### src/rtl/irq_controller_pkg.sv
// Shared types and defaults for the interrupt controller: FSM state encoding,
// source/ID widths and a reference priority encoder.
package irq_controller_pkg;

  localparam int NSRC_DEF = 8;
  localparam int IDW_DEF  = 3;

  typedef enum logic [1:0] {
    IDLE    = 2'd0,
    ASSERT  = 2'd1,
    SERVICE = 2'd2
  } irq_state_e;

  typedef struct packed {
    logic               valid;
    logic [IDW_DEF-1:0] index;
  } prio_t;

  // Lowest set index wins; valid=0 when the vector is empty.
  function automatic prio_t prio_enc(input logic [NSRC_DEF-1:0] vec);
    prio_t res;
    res = '0;
    for (int i = NSRC_DEF - 1; i >= 0; i--) begin
      if (vec[i]) begin
        res.valid = 1'b1;
        res.index = IDW_DEF'(i);
      end
    end
    return res;
  endfunction

endpackage

### src/rtl/irq_prio_enc.sv
// Combinational fixed-priority encoder: source 0 has the highest priority.
module irq_prio_enc
  import irq_controller_pkg::*;
#(
  parameter int NSRC = NSRC_DEF,
  parameter int IDW  = IDW_DEF
) (
  input  logic [NSRC-1:0] vec,
  output logic            valid,
  output logic [IDW-1:0]  index
);

  always_comb begin
    valid = 1'b0;
    index = '0;
    // Walk downward so the lowest set index is the last one written.
    for (int i = NSRC - 1; i >= 0; i--) begin
      if (vec[i]) begin
        valid = 1'b1;
        index = IDW'(i);
      end
    end
  end

endmodule

### src/rtl/irq_controller.sv
// 8-source interrupt controller: rising-edge capture into pending, enable mask,
// fixed-priority presentation to the CPU with ack / end-of-interrupt handshake.
//
// state   | meaning
// IDLE    | nothing presented; picks the highest-priority eligible source
// ASSERT  | interrupt=1, irq frozen, waiting for ack
// SERVICE | CPU in handler; interrupt=0 until eoi
module irq_controller
  import irq_controller_pkg::*;
#(
  parameter int NSRC = NSRC_DEF,
  parameter int IDW  = IDW_DEF
) (
  input  logic            clock,
  input  logic            reset_n,
  input  logic [NSRC-1:0] req,
  input  logic            mask_we,
  input  logic [NSRC-1:0] mask_wdata,
  input  logic            ack,
  input  logic            eoi,
  output logic            interrupt,
  output logic [IDW-1:0]  irq,
  output logic [NSRC-1:0] pending,
  output logic [NSRC-1:0] mask,
  output logic            in_service,
  output logic            spurious
);

  irq_state_e      state, state_nxt;
  logic [NSRC-1:0] req_prev;
  logic [NSRC-1:0] req_edge;
  logic [NSRC-1:0] pending_q;
  logic [NSRC-1:0] mask_q;
  logic [NSRC-1:0] eligible;
  logic [NSRC-1:0] clr;
  logic [IDW-1:0]  irq_q, irq_nxt;
  logic            spurious_q;
  logic            spur_set;
  logic            win_valid;
  logic [IDW-1:0]  win_idx;

  assign req_edge = req & ~req_prev;
  assign eligible = pending_q & mask_q;

  irq_prio_enc #(
    .NSRC (NSRC),
    .IDW  (IDW)
  ) u_prio_enc (
    .vec   (eligible),
    .valid (win_valid),
    .index (win_idx)
  );

  always_comb begin
    state_nxt = state;
    irq_nxt   = irq_q;
    clr       = '0;
    spur_set  = 1'b0;
    case (state)
      IDLE: begin
        spur_set = ack | eoi;
        if (win_valid) begin
          state_nxt = ASSERT;
          irq_nxt   = win_idx;
        end
      end
      ASSERT: begin
        spur_set = eoi;
        // ack beats a same-cycle mask clear of the presented source.
        if (ack) begin
          clr[irq_q] = 1'b1;
          state_nxt  = SERVICE;
        end else if (!eligible[irq_q]) begin
          state_nxt = IDLE;
        end
      end
      SERVICE: begin
        spur_set = ack;
        if (eoi) begin
          state_nxt = IDLE;
        end
      end
      default: begin
        state_nxt = IDLE;
      end
    endcase
  end

  always_ff @(posedge clock) begin
    req_prev <= req;
    if (!reset_n) begin
      state      <= IDLE;
      irq_q      <= '0;
      pending_q  <= '0;
      mask_q     <= '0;
      spurious_q <= 1'b0;
    end else begin
      state     <= state_nxt;
      irq_q     <= irq_nxt;
      pending_q <= (pending_q & ~clr) | req_edge;
      if (mask_we) begin
        mask_q <= mask_wdata;
      end
      if (spur_set) begin
        spurious_q <= 1'b1;
      end
    end
  end

  assign interrupt  = (state == ASSERT);
  assign in_service = (state == SERVICE);
  assign irq        = irq_q;
  assign pending    = pending_q;
  assign mask       = mask_q;
  assign spurious   = spurious_q;

endmodule

### config.mk
export PLATFORM = sky130hd
export DESIGN_NAME = irq_controller
export DESIGN_NICKNAME = d
export VERILOG_FILES = /design/src/rtl/irq_controller_pkg.sv /design/src/rtl/irq_prio_enc.sv /design/src/rtl/irq_controller.sv
export SDC_FILE = /design/constraint.sdc
export NUM_CORES = 1
export LEC_CHECK = 0
export BUFFER_PORTS_ARGS = -buffer_cell sky130_fd_sc_hd__buf_2
export CAP_MARGIN = 30
export CORE_MARGIN = 2
export CORE_UTILIZATION = 52
export DETAILED_ROUTE_END_ITERATION = 12
export PLACE_DENSITY_LB_ADDON = 0.05
export SLEW_MARGIN = 30
export SYNTH_ARGS = -nofsm -noshare
export SYNTH_HDL_FRONTEND = slang
export SYNTH_SLANG_ARGS = --single-unit
### constraint.sdc
create_clock -name clock -period 2.6 [get_ports clock]
set_clock_uncertainty 0.05 [all_clocks]
set_input_delay 0.13 -clock clock [delete_from_list [all_inputs] [get_ports clock]]
set_output_delay 0.13 -clock clock [all_outputs]
set_load 0.02 [all_outputs]
Word level (Yosys, flattened, before mapping) --
Index checks and enable logic that the tools add are counted. W data, S select, Z words.
Storage, ports and cells: register bits after elaboration 30, input bits 21, word-level logic and storage cells 52, output and inout bits 22
Operators by class: mux-type cells 28, reductions and logical operators 4, order comparisons 2, bitwise gates (word level) 7, equal/unequal tests 5
Operators by type and width (count):
- $and A8 B8 Y8 | 3
- $mux W3 | 8
- $mux W8 | 2
- $not A8 Y8 | 2
- $mux W1 | 10
- $mux W2 | 4
- $or A8 B8 Y8 | 1
- $pmux W2 S3 | 1
- $lt A3 B4 Y1 const B | 1
- $bmux W1 S3 | 1
- $demux W1 S3 | 1
- $ge A3 B1 Y1 const B | 1
- $ne A3 B3 Y1 const B | 1
- $pmux W1 S3 | 1
- $reduce_and A3 Y1 | 1
- $eq A2 B1 Y1 const B | 1
- $eq A2 B2 Y1 const B | 1
- $logic_not A2 Y1 | 1
- $ne A2 B1 Y1 const B | 1
- $ne A2 B2 Y1 const B | 1
- $reduce_and A2 Y1 | 1
- $logic_and A1 B1 Y1 | 1
- $or A1 B1 Y1 | 1

Depth between registers and ports, before layout --
Gate-level depths: netlist (run 1).
word-level depth 11, depth in mapped cells 5, gate-level depth less buffers 4

By module --
From an unflattened synthesis (run 1), not the netlist that was laid out.
Unflattened totals: cell total of the unflattened synthesis 129, area total of the unflattened synthesis 1282.5 um^2
By module, submodules not included:
- irq_controller | times used 1, cells an instance 116, seq. area each 600.6 um^2, area each 1202.4 um^2
- irq_prio_enc | times used 1, cells an instance 13, seq. area each 0.0 um^2, area each 80.1 um^2

Worst setup path before layout (run 1) --
No wires, ideal clock.
kind register to register, start register mask_q[3] (netlist: mask[3]), end register irq_q[0] (netlist: irq[0]), period minus slack after synthesis 1.327 ns, data required time 2.434 ns, setup time 0.116 ns, arrival 1.160 ns, path buffers 0, stages on the path, launching flop included 5, setup slack 1.273 ns, cell sequence dfxtp_1 > a22oi_2 > a41oi_4 > nor2_1 > a41o_1
On the way: cells in the longest elaborated chain, start to end 6, elaborated cells on any way between the ends 10, classes of those cells mux (8); bitwise (1); reduce/logical (1)
Ends and longest elaborated chain:
- from (decl) | RTL line irq_controller.sv:33 | logic [NSRC-1:0] mask_q;
- from (signal assigned) | RTL line irq_controller.sv:102 | mask_q <= mask_wdata;
- $and A8 B8 Y8 * | RTL line irq_controller.sv:43 | assign eligible = pending_q & mask_q;
- $mux W1 (4 in a row) | RTL line irq_prio_enc.sv:18 | if (vec[i]) begin
- $reduce_and A2 Y1 (no source line)
- to (signal assigned) | RTL line irq_controller.sv:99 | irq_q <= irq_nxt;
- to (decl) | RTL line irq_controller.sv:36 | logic [IDW-1:0] irq_q, irq_nxt;
Mark *: on every way between the ends. The rest lies on a longest branch, timed or not. A chain may end at the register's enable or synchronous reset.

Final worst setup path (run 1) --
start register state[0], end output port interrupt
On the way: cells in the longest elaborated chain, start to end 1
Ends and longest elaborated chain:
- from (decl) | RTL line irq_controller.sv:29 | irq_state_e state, state_nxt;
- from (signal assigned) | RTL line irq_controller.sv:98 | state <= state_nxt;
- $eq A2 B1 Y1 | RTL line irq_controller.sv:110 | assign interrupt = (state == ASSERT);
- to (decl) | RTL line irq_controller.sv:21 | output logic interrupt,
Every way passes these cells.

==> impl_summary.log, run 1 <==
[metrics] cell with the biggest individual delay on the critical path: dfxtp_1
[metrics] H-tree levels: 2
[metrics] final number of max-transition violations: 0
[metrics] Mapped Avg Cell Area: ~9.5 um2
[metrics] footprint of the multi-input gates: 614 um2
[metrics] core box area: between 2000 and 2500 um2
[metrics] Final Routed Wirelength: around 3000 um
[metrics] filler cell count in the final layout: roughly 190
[metrics] number of placed instances, taps included: approximately 200
[metrics] busiest layer in global routing: met2
[metrics] total power of the final layout: around 0.00095 W
[metrics] area occupied by registers: ~600 um2
[metrics] worst hold-check path type: in -> reg
[metrics] number of global-route vias before repair: approximately 1100
[metrics] crit start category: flop
[metrics] top cell type's share of synthesized area: between 40% and 50%
[metrics] wire per inst: between 10 and 15 um
[metrics] iteration-0 DRC count of the detailed router: 20
[metrics] shortest clock period the worst path allows after layout: 1380 ps
[metrics] port buffer count: 42
[metrics] Design Area, Final: between 1500 and 2000 um2
[metrics] overall die width: 53.1 um
[metrics] area grow syn2layout: 34.2%
[metrics] root cell of the clock tree: clkbuf_4
[metrics] Placed Area: ~1500 um2
[metrics] slew at the pin with the worst max-slew slack: between 600 and 700 ps
[metrics] Worst Path Class, Setup: reg -> out
[metrics] Reg power frac: between 50 and 60%
[metrics] estimated wirelength of the detail-placed design: around 2100 um
[metrics] Final #Nets: about 210
[metrics] sequence of cells on the critical path: inv_1, nor2_1, buf_2
[metrics] Placement Rows: 17
[metrics] cell type group with the largest total delay on the critical path: flip-flops
[metrics] maximum number of pins on one net before global-route repair: 21
[metrics] outcome: complete, no violations
[metrics] number of warnings issued by yosys: 0
[metrics] total via count after detailed routing: 1199
[metrics] final hold violation count: 0
[metrics] final clock period utilization by the worst path: a little over half
[metrics] count of max-cap constraint violations: 0
[metrics] top-level I/O count: 43
[metrics] diodes inserted: 0
[metrics] CTS max path bufs: 2
[metrics] CP arrival: roughly 1200 ps
[metrics] maximum single-stage delay on the critical path: 410 ps
[metrics] combinational share of power: a little under a fifth
[metrics] timing-limited maximum frequency: approximately 0.72 GHz
[metrics] Sw Share: ~29%
[metrics] cells after synthesis: ~130
[metrics] post-synthesis cell type count: 29
[metrics] post-cts sizing count: 0
[metrics] final total negative setup slack: 0 ps
[metrics] post-synth design cell area: approximately 1300 um2
[metrics] main area contributors after synthesis: dfxtp_1 (48%), mux2i_1 (6.4%), nand2b_1 (5.0%)
[metrics] GPL Wtd Cong: about 0.92
[metrics] final standard cell count with taps included and fillers excluded: 220
[metrics] met3 usage in global routing: ~8.5%
[metrics] Clock transition at path regs: 90 ps
[metrics] unrepaired setup endpoints after global routing: no
[metrics] worst path required time: ~2400 ps
[metrics] number of buffers inserted during clock tree synthesis: 5
[metrics] final setup violation count: 0
[metrics] Rel. slew slack: a little under three fifths
[metrics] flops & latches, synth: 30
[metrics] global routing met1 resource utilization: between 20 and 30%
[metrics] Synth Net Count: about 150
[metrics] met2 usage in global routing: a little over two fifths
[metrics] Total GRT Usage: approximately 25%
[metrics] flop-to-flop setup slack: 1270 ps
[metrics] DRC violations left: 0
[metrics] number of vias per cell: around 5.5
[metrics] cell area power density: 567 nW/um2
[metrics] power share of the clock group: a little over a quarter
[metrics] Seq/Total Area, Yosys: 48.0%
[metrics] leakage power: around 0.76 nW
[metrics] IR Drop Worst-Case VDD: 0.000476 V
[metrics] largest area contributor in the synthesized netlist: dfxtp_1
[metrics] starting density of the core: a little under three fifths
[metrics] total global routing overflow: 0
[metrics] die area: 2820 um2
[metrics] number of buffers inserted to repair setup after CTS: 0
[metrics] count of buffer and inverter cells on the critical path: 2
[metrics] Clk Latency, worst-skew pair: between 300 and 400 ps
[metrics] Crit Path Max Fanout: 5
[metrics] cell-internal power: between 0.0006 and 0.0007 W
[metrics] CTS tree: done
[metrics] critical path capture point type: primary output
[metrics] Die Y: ~53 um
[metrics] drt first pass iters: 4
[metrics] antenna-violating nets left: 0
[metrics] initial antenna violation count: 0
[metrics] wire length of the first global-routing pass: about 5000 um
[metrics] share of final-layout standard cells stronger than drive strength 1: about 30%
[metrics] switching power of the nets: 0.000280 W
[metrics] TritonCTS sink count: 30
[tightest hold or removal path: stages]
cell	delay [ps]
buf_2	90
a221oi_1	70
nor2_1	70
[synth_stat cells]
| cell | number |
|---|---|
| clkbuf_1 | 2 |
| a21boi_0 | 1 |
| mux2i_1 | 8 |
| or2_4 | 1 |
| nand3b_1 | 2 |
| o21ai_0 | 8 |
| a22oi_4 | 1 |
| and3b_2 | 1 |
| nor2_2 | 1 |
| nand4b_1 | 2 |
| nand2b_1 | 10 |
| a221oi_1 | 1 |
| a22oi_2 | 3 |
| a311oi_2 | 1 |
| a21oi_1 | 10 |
| buf_2 | 3 |
| dfxtp_1 | 30 |
| inv_1 | 4 |
| o211ai_1 | 2 |
| nand3_1 | 3 |
| a41oi_4 | 1 |
| a211oi_1 | 1 |
| a32oi_1 | 1 |
| a211o_1 | 1 |
| nor3_1 | 2 |
| a41o_1 | 1 |
| nand2_1 | 12 |
| nor2_1 | 15 |
| o31ai_1 | 4 |
[power by group through the flow]
stage / sequential [W] / combinational, W / clock [W]
floorplan: 0.000552 / 0.0000807 / 0
global placement: 0.000535 / 0.000152 / 0
detailed placement: 0.000537 / 0.000155 / 0
CTS: 0.000526 / 0.000174 / 0.000255
global route: 0.000532 / 0.000190 / 0.000276
finish: 0.000527 / 0.000174 / 0.000252
[routing by layer]
layer  vias to the layer above  wire (um)
met2                        43       1520
li1                        589          -
met4                         0         62
met5                         -          0
met3                         7        204
met1                       560       1280
[layout make-up]
| type | count | share of cell area (%) |
|---|---|---|
| clock buffers | 7 | 2.68 |
| inverters | 4 | 0.894 |
| multi-input cells | 93 | 36.6 |
| flip-flops and latches | 30 | 35.7 |
| well taps | 28 | 2.08 |
| repair buffers | 58 | 22.0 |
[cells by family after synthesis]
logic type,after synthesis,synth area share [%]
buffers and inverters,9,3.00
AOI/OAI and AO/OA,36,23.0
muxes,8,6.39
and+or+nand+nor,49,19.7
DFF,30,48.0
[registers in the layout (all words and copies together), names as in the netlist]
name and cells:
irq 3, pending 8, spurious 1, mask 8, req_prev 8, state 2
[metrics by stage]
| stage | setup WS (ps) | hold WS (ps) | util, % |
|---|---|---|---|
| after global placement | 1350 | 197 | 65.4 |
| after CTS | 1230 | 8.81 | 74.5 |
| after global routing | 1140 | 38.5 | 74.5 |
| after detailed placement | 1290 | 200 | 65.4 |
| final | 1220 | 10.9 | 74.5 |
| after floorplan | 1270 | 108 | - |
[repair_timing]
action	CTS	global route
endpoints found under the hold margin	17	0
endpoints found under the setup margin	0	0
hold buffers	16	0
[final timing paths]
kind,cells past startpoint,to,from
setup / recovery,3,interrupt,state[0]
hold / removal,3,spurious,eoi
setup reg to reg,4,irq[0],pending[3]
hold reg to reg,2,spurious,spurious
[placed cells by master (no fill, tap or decap), drive strengths merged]
cell         netlist  layout
nand2             12      12
nand4b             2       2
a211o              1       1
or2                1       1
inv                4       4
a32oi              1       1
a41oi              1       1
a311oi             1       1
o31ai              4       4
and3b              1       1
nor3               2       2
clkbuf             2       7
o21ai              8       8
o211ai             2       2
nand2b            10      10
a22oi              4       4
dlygate4sd3        0      16
nor2              16      16
a21oi             10      10
a21boi             1       1
a211oi             1       1
buf                3      42
nand3              3       3
a221oi             1       1
dfxtp             30      30
mux2i              8       8
a41o               1       1
nand3b             2       2
Note: power is estimated with default switching activity, not from simulation.
==> run 2, diff against run 1 <==
- ABC_AREA: not set -> 1
- CORE_UTILIZATION: 52 -> 43
- clock period: 2.6 -> 1.2 ns (I/O delays scaled with it)
==> run 2 against run 1 <==
Against the previous run:
- the run now ends with setup timing left
- critical path depth grew 4
- sequential share of layout area shrank 3.6 points
- register-to-register slack lost 1300 ps
- clock-buffer cell count is the same
- sequential power grew 120%
- synthesized cell count grew 27%
- critical path type is now reg -> reg
==> impl_summary.log, run 2 <==
[metrics] Die Y: 56.7 um (was 53.1 um)
[metrics] number of buffers inserted during clock tree synthesis: 5 (unchanged)
[metrics] dominant combinational cell family by area after synthesis: simple AND/OR/NAND/NOR gates (was compound AO/OA/AOI/OAI gates)
[metrics] outcome: complete, but fails checks (was complete, no violations)
[metrics] Worst Path Class, Setup: reg -> reg (was reg -> out)
[metrics] Clk Latency, worst-skew pair: 330 ps (about the same)
[metrics] diodes inserted: 0 (unchanged)
[metrics] CTS tree: done (unchanged)
[metrics] Crit Path Max Fanout: 4 (was 5)
[metrics] worst path required time: 1380 ps (was 2420 ps)
[metrics] total global routing overflow: 0 (unchanged)
[metrics] area grow syn2layout: 64.1% (was 34.2%)
[metrics] GPL Wtd Cong: 0.914 (was 0.918)
[metrics] core box area: 2710 um2 (was 2250 um2)
[metrics] main area contributors after synthesis: dfxtp_1 (50%), nand2_1 (11%), nor2_1 (9.1%) (was dfxtp_1 (48%), mux2i_1 (6.4%), nand2b_1 (5.0%))
[metrics] cell area power density: 1180 nW/um2 (was 567 nW/um2)
[metrics] drt first pass iters: 4 (unchanged)
[metrics] area share of fa/ha/maj cells after synthesis: 0% (unchanged)
[metrics] share of final-layout standard cells stronger than drive strength 1: 45.9% (was 29.2%)
[metrics] overall die width: 56.7 um (was 53.1 um)
[metrics] count of max-cap constraint violations: 0 (unchanged)
[metrics] number of synthesized flops with an enable pin: 0 (unchanged)
[metrics] Final Routed Wirelength: 3410 um (was 3060 um)
[metrics] top library cells by usage in the layout, fill and taps aside: buf_2 (40), nand2_1 (28), nor2_1 (25), buf_4 (20), dfxtp_2 (19) (was buf_2 (42), dfxtp_1 (30), dlygate4sd3_1 (16), nor2_1 (15), nand2_1 (12))
[metrics] leakage power: 1.01 nW (was 0.759 nW)
[metrics] Final #Nets: 276 (was 213)
[metrics] final number of max-transition violations: 0 (unchanged)
[metrics] mux share of post-synthesis cell area: 0% (was 6.39%)
[metrics] final standard cell count with taps included and fillers excluded: 286 (was 220)
[metrics] simple-gate share of the synthesized area: 25.1% (was 19.7%)
[metrics] top-level I/O count: 43 (unchanged)
[metrics] slew at the pin with the worst max-slew slack: 279 ps (was 657 ps)
[metrics] Clock transition at path regs: 90 ps (about the same)
[metrics] DRC violations left: 0 (unchanged)
[metrics] Async S/R FF share, synth: 0% (unchanged)
[metrics] wire per inst: 11.9 um (was 13.9 um)
[metrics] Mapped Avg Cell Area: 7.16 um2 (was 9.49 um2)
[metrics] Synth Net Count: 188 (was 153)
[metrics] post-synth design cell area: 1200 um2 (was 1250 um2)
[metrics] initial antenna violation count: 0 (unchanged)
[metrics] flops & latches, synth: 30 (unchanged)
[metrics] number of global-route vias before repair: 1261 (was 1108)
[metrics] Total GRT Usage: 22.4% (was 25.3%)
[metrics] worst hold-check path type: in -> reg (unchanged)
[metrics] number of warnings issued by yosys: 0 (unchanged)
[metrics] Compound-Gate Fraction of Synth Area: 17.2% (was 23.0%)
[metrics] commonest non-fill, non-tap cell in the layout: buf_2 (unchanged)
[metrics] maximum number of pins on one net before global-route repair: 13 (was 21)
[metrics] final clock period utilization by the worst path: 102%
[metrics] shortest clock period the worst path allows after layout: 1220 ps
[metrics] total power of the final layout: 0.00231 W (was 0.000952 W)
[metrics] final hold violation count: 0 (unchanged)
[metrics] port buffer count: 42 (unchanged)
[metrics] top cell type's share of synthesized area: 50.2% (was 48.0%)
[metrics] Final WS setup: -18.5 ps (was 1220 ps)
[metrics] Seq/Total Area, Yosys: 50.2% (was 48.0%)
[metrics] critical path capture point type: flop (was primary output)
[metrics] number of vias per cell: 4.78 (was 5.45)
[metrics] root cell of the clock tree: clkbuf_4 (unchanged)
[metrics] TritonCTS sink count: 30 (unchanged)
[metrics] largest area contributor in the synthesized netlist: dfxtp_1 (unchanged)
[metrics] wire length of the first global-routing pass: 5420 um (was 4970 um)
[metrics] unrepaired setup endpoints after global routing: yes (was no)
[metrics] antenna-violating nets left: 0 (unchanged)
[metrics] post-synthesis cell type count: 17 (was 29)
[metrics] final setup violation count: 2 (was 0)
[metrics] Placement Rows: 19 (was 17)
[metrics] crit start category: flop (unchanged)
[metrics] die area: 3220 um2 (was 2820 um2)
[metrics] starting density of the core: 44.1% (was 55.5%)
[metrics] post-synthesis share of cell area spent on xor and xnor gates: 0% (unchanged)
[metrics] failing checks: setup timing
[metrics] estimated wirelength of the detail-placed design: 2260 um (was 2130 um)
[metrics] cell with the most instances after synthesis: nand2_1 (was dfxtp_1)
[metrics] cells after synthesis: 167 (was 132)
[metrics] CP arrival: 1400 ps (was 1200 ps)
[metrics] Synth Flop Type: dfxtp_1 (unchanged)
[metrics] top cell types by occurrence after synthesis: nand2_1 (36), dfxtp_1 (30), nor2_1 (29) (was dfxtp_1 (30), nor2_1 (15), nand2_1 (12))
[metrics] total via count after detailed routing: 1367 (was 1199)
[metrics] iteration-0 DRC count of the detailed router: 42 (was 20)
[metrics] CTS max path bufs: 2 (unchanged)
[metrics] timing-limited maximum frequency: 0.821 GHz
[metrics] H-tree levels: 2 (unchanged)
[metrics] Rel. slew slack: 81.3% (was 56.2%)
[metrics] IR Drop Worst-Case VDD: 0.00103 V (was 0.000476 V)
[metrics] number of placed instances, taps included: 258 (was 197)
## run 2: changes by cell type in the layout (fill, tap and decap cells not counted), sizes merged, moves of 2 or more
cell    before  now
a21oi       10   16
a22oi        4    0
buf         42   65
inv          4   22
mux2i        8    0
nand2       12   36
nand2b      10    0
nand3        3    7
nand3b       2    0
nand4b       2    0
nor2        16   29
o211ai       2    0
o21ai        8   18
o31ai        4    2
## run 2: worst max-delay path, cell delays in order, from the launching register on
cell and delay [ps]:
dfxtp_2 360, nand2_1 100, nand2_2 100, nor2_2 50, a21oi_4 190, inv_2 70
nor2_1 130, nor2_1 60
## run 2: final timing paths
check	startpoint	end	slack [ps]	depth (start not counted)
worst max-delay path	pending[6]	irq[1]	-20	7
worst min-delay path	reset_n	state[0]	30	4
worst max register to register	pending[6]	irq[1]	-20	7
worst min register to register	req_prev[2]	pending[2]	420	3
## run 2: cell families after synthesis
logic type	Yosys count
buffers and inverters	24
DFF	30
AOI/OAI and AO/OA	38
and+or+nand+nor	75
## run 2: stage by stage
stage	setup slack, ps	TNS [ps]	hold slack, ps	area, um2	util [%]
after detailed placement	-73.8	-130	128	1610	59.3
after CTS	8.70	0	9.97	1850	68.4
final	-18.5	-20.5	32.8	1960	72.4
after global routing	-71.1	-232	37.8	1960	72.4
after global placement	-68.8	-68.8	126	1610	59.3
after floorplan	12.7	0	37.7	1220	-
## run 2: routing by layer
| metal | wire length [um] | vias to the layer above | GRT usage (%) |
|---|---|---|---|
| li1 | - | 713 | - |
| met4 | 50 | 0 | 8.64 |
| met1 | 1520 | 618 | 27.5 |
| met3 | 162 | 6 | 8.06 |
| met5 | 0 | - | 0 |
| met2 | 1670 | 30 | 35.9 |
## run 2: cell type report
| class | count | area, um2 |
|---|---|---|
| Fill cell | 244 | 747 |
| Sequential cell | 30 | 632 |
| Multi-Input combinational cell | 113 | 582 |
| Timing Repair Buffer | 82 | 577 |
| Inverter | 23 | 88.8 |
| Clock buffer | 7 | 45.0 |
| Tap cell | 31 | 38.8 |
## run 2: timing repair
item,CTS,global route
setup buffers,1,3
endpoints found under the hold margin,25,0
hold buffers,17,0
resized for setup,11,26
pin swaps,0,5
endpoints found under the setup margin,7,7
## run 2: report_power, final
| group | leakage, nW | internal, W | switching (W) |
|---|---|---|---|
| Sequential | 0.257 | 0.00108 | 0.0000645 |
| Clock | 0.0254 | 0.000220 | 0.000330 |
| Combinational | 0.724 | 0.000284 | 0.000334 |
==> run 3, diff against run 2 <==
- GPL_TIMING_DRIVEN: not set -> 0
- RECOVER_POWER: not set -> 100
==> run 3 against run 2 <==
Against the previous run:
- the run now ends clean
- via count down 2.3%
- combinational power down 15%
- sequential power about the same
- flip-flop and latch count stayed put
- fmax is 7.0% higher
- sequential share of layout area increased by 1.4 points
- clock-buffer cell count increased by 1
- largest cell class unchanged
- largest power group unchanged
==> impl_summary.log, run 3 (synthesis gave the netlist of run 2 again) <==
[metrics] top-level I/O count: 43 (unchanged)
[metrics] final total negative setup slack: 0 ps (was -20.5 ps)
[metrics] final hold violation count: 0 (unchanged)
[metrics] root cell of the clock tree: clkbuf_4 (unchanged)
[metrics] area grow syn2layout: 57.9% (was 64.1%)
[metrics] DRC violations left: 0 (unchanged)
[metrics] Detail Route met2 WL: 1530 um (was 1670 um)
[metrics] critical path capture point type: flop (unchanged)
[metrics] GPL Wtd Cong: 0.845 (was 0.914)
[metrics] shortest clock period the worst path allows after layout: 1140 ps (was 1220 ps)
[metrics] Clock transition at path regs: 90 ps (about the same)
[metrics] final standard cell count with taps included and fillers excluded: 275 (was 286)
[metrics] total via count after detailed routing: 1336 (was 1367)
[metrics] Final Routed Wirelength: 3200 um (was 3410 um)
[metrics] final number of max-transition violations: 0 (unchanged)
[metrics] sequence of cells on the critical path: inv_1, nand2_1, inv_2, nand2_2, o31ai_2, a21oi_1 (was nand2_1, nand2_2, nor2_2, a21oi_4, inv_2, nor2_1, nor2_1)
[metrics] Placement Rows: 19 (unchanged)
[metrics] top library cells by usage in the layout, fill and taps aside: nand2_1 (26), nor2_1 (25), buf_2 (22) (was buf_2 (40), nand2_1 (28), nor2_1 (25), buf_4 (20), dfxtp_2 (19))
[metrics] number of placed instances, taps included: 240 (was 258)
[metrics] Placed Area: 1470 um2 (was 1610 um2)
[metrics] Final WS setup: 61.0 ps (was -18.5 ps)
[metrics] Clk Latency, worst-skew pair: 330 ps (about the same)
[metrics] Final Util: 69.7% (was 72.4%)
[metrics] Die Y: 56.7 um (unchanged)
[metrics] drt first pass iters: 4 (unchanged)
[metrics] starting density of the core: 44.1% (unchanged)
[metrics] total global routing overflow: 0 (unchanged)
[metrics] iteration-0 DRC count of the detailed router: 25 (was 42)
[metrics] Worst Path Class, Setup: reg -> reg (unchanged)
[metrics] commonest non-fill, non-tap cell in the layout: nand2_1 (was buf_2)
[metrics] share of final-layout standard cells stronger than drive strength 1: 37.3% (was 45.9%)
[metrics] crit start category: flop (unchanged)
[metrics] Worst Reg2Reg Path Length in Cells: 6 (was 7)
[metrics] maximum single-stage delay on the critical path: 340 ps (was 360 ps)
[metrics] slew at the pin with the worst max-slew slack: 412 ps (was 279 ps)
[metrics] final clock period utilization by the worst path: 94.9% (was 102%)
[metrics] cell area power density: 1290 nW/um2 (was 1180 nW/um2)
[metrics] Rel. slew slack: 72.6% (was 81.3%)
[metrics] outcome: complete, no violations (was complete, but fails checks)
[metrics] Final #Nets: 264 (was 276)
[metrics] worst hold-check path type: in -> reg (unchanged)
[metrics] routed wl met3: 214 um (was 162 um)
[metrics] cell depth of the worst hold path: 4 (unchanged)
[metrics] unrepaired setup endpoints after global routing: yes (unchanged)
[metrics] port buffer count: 42 (unchanged)
[metrics] estimated wirelength of the detail-placed design: 2130 um (was 2260 um)
[metrics] TritonCTS sink count: 30 (unchanged)
[metrics] number of vias per cell: 4.86 (was 4.78)
[metrics] antenna-violating nets left: 0 (unchanged)
[metrics] metal1 wirelength: 1420 um (was 1520 um)
[metrics] cell with the biggest individual delay on the critical path: dfxtp_2 (unchanged)
[metrics] die area: 3220 um2 (unchanged)
[metrics] final setup violation count: 0 (was 2)
[metrics] Highest Signal Layer: met4 (unchanged)
[metrics] IR Drop Worst-Case VDD: 0.00122 V (was 0.00103 V)
[metrics] count of max-cap constraint violations: 0 (unchanged)
[metrics] CP arrival: 1290 ps (was 1400 ps)
[metrics] diodes inserted: 0 (unchanged)
[metrics] CTS tree: done (unchanged)
[metrics] number of buffers inserted during clock tree synthesis: 5 (unchanged)
[metrics] overall die width: 56.7 um (unchanged)
[metrics] wire length of the first global-routing pass: 4910 um (was 5420 um)
[metrics] wire per inst: 11.6 um (was 11.9 um)
[metrics] Crit Path Max Fanout: 8 (was 4)
[metrics] Design Area, Final: 1890 um2 (was 1960 um2)
[metrics] maximum number of pins on one net before global-route repair: 11 (was 13)
[metrics] Setup Slack @ Placement: -45.9 ps (was -73.8 ps)
[metrics] Total GRT Usage: 19.9% (was 22.4%)
[metrics] initial antenna violation count: 0 (unchanged)
[metrics] leakage power: 0.913 nW (was 1.01 nW)
[metrics] H-tree levels: 2 (unchanged)
[metrics] timing-limited maximum frequency: 0.878 GHz (was 0.821 GHz)
[metrics] worst path required time: 1360 ps (was 1380 ps)
[metrics] number of global-route vias before repair: 1155 (was 1261)
[metrics] core box area: 2710 um2 (unchanged)
[metrics] CTS max path bufs: 2 (unchanged)
-- run 3: path summary, 6_finish.rpt --
kind                                  start    endpoint  slack, ps
worst max-delay path               state[1]  pending[6]         60
worst min-delay path                    ack  pending[1]         20
worst max register to register     state[1]  pending[6]         60
worst min register to register  req_prev[7]  pending[7]        430
-- run 3: worst max-delay path, delay by kind of cell (launching register included) --
kind / cells / cell delay, ps
simple gates: 2 / 200
buf+inv: 2 / 140
flops: 1 / 340
compound gates: 2 / 280
-- run 3: repair_timing --
action | in CTS | in global routing
setup endpoints to repair | 4 | 13
hold endpoints to repair | 27 | 0
pin swaps | 2 | 3
hold buffers | 18 | 0
buffers inserted | 0 | 9
resized for setup | 5 | 34
-- run 3: cell type report --
cell class,count,area [um2]
Fill cell,237,821
Timing Repair Buffer,69,442
Buffer,1,3.75
Inverter,23,93.8
Tap cell,31,38.8
Sequential cell,30,634
Clock buffer,8,78.8
Multi-Input combinational cell,113,598
-- run 3: report_power, final --
group          internal [W]  total [W]  switching (W)
Combinational      0.000222   0.000525       0.000302
Clock              0.000400   0.000739       0.000339
Sequential          0.00108    0.00117      0.0000909
Total               0.00171    0.00244       0.000732
-- run 3: per-stage QoR --
stage	power (W)	hold slack, ps
floorplan	0.00142	37.7
global placement	0.00157	125
detailed placement	0.00157	130
CTS	0.00236	12.4
global route	0.00258	44.3
finish	0.00244	22.4
-- run 3: routing by layer --
layer / GRT usage [%] / up-vias
li1: - / 692
met5: 0 / -
met1: 24.6 / 601
met2: 32.6 / 39
met3: 6.91 / 4
met4: 5.98 / 0
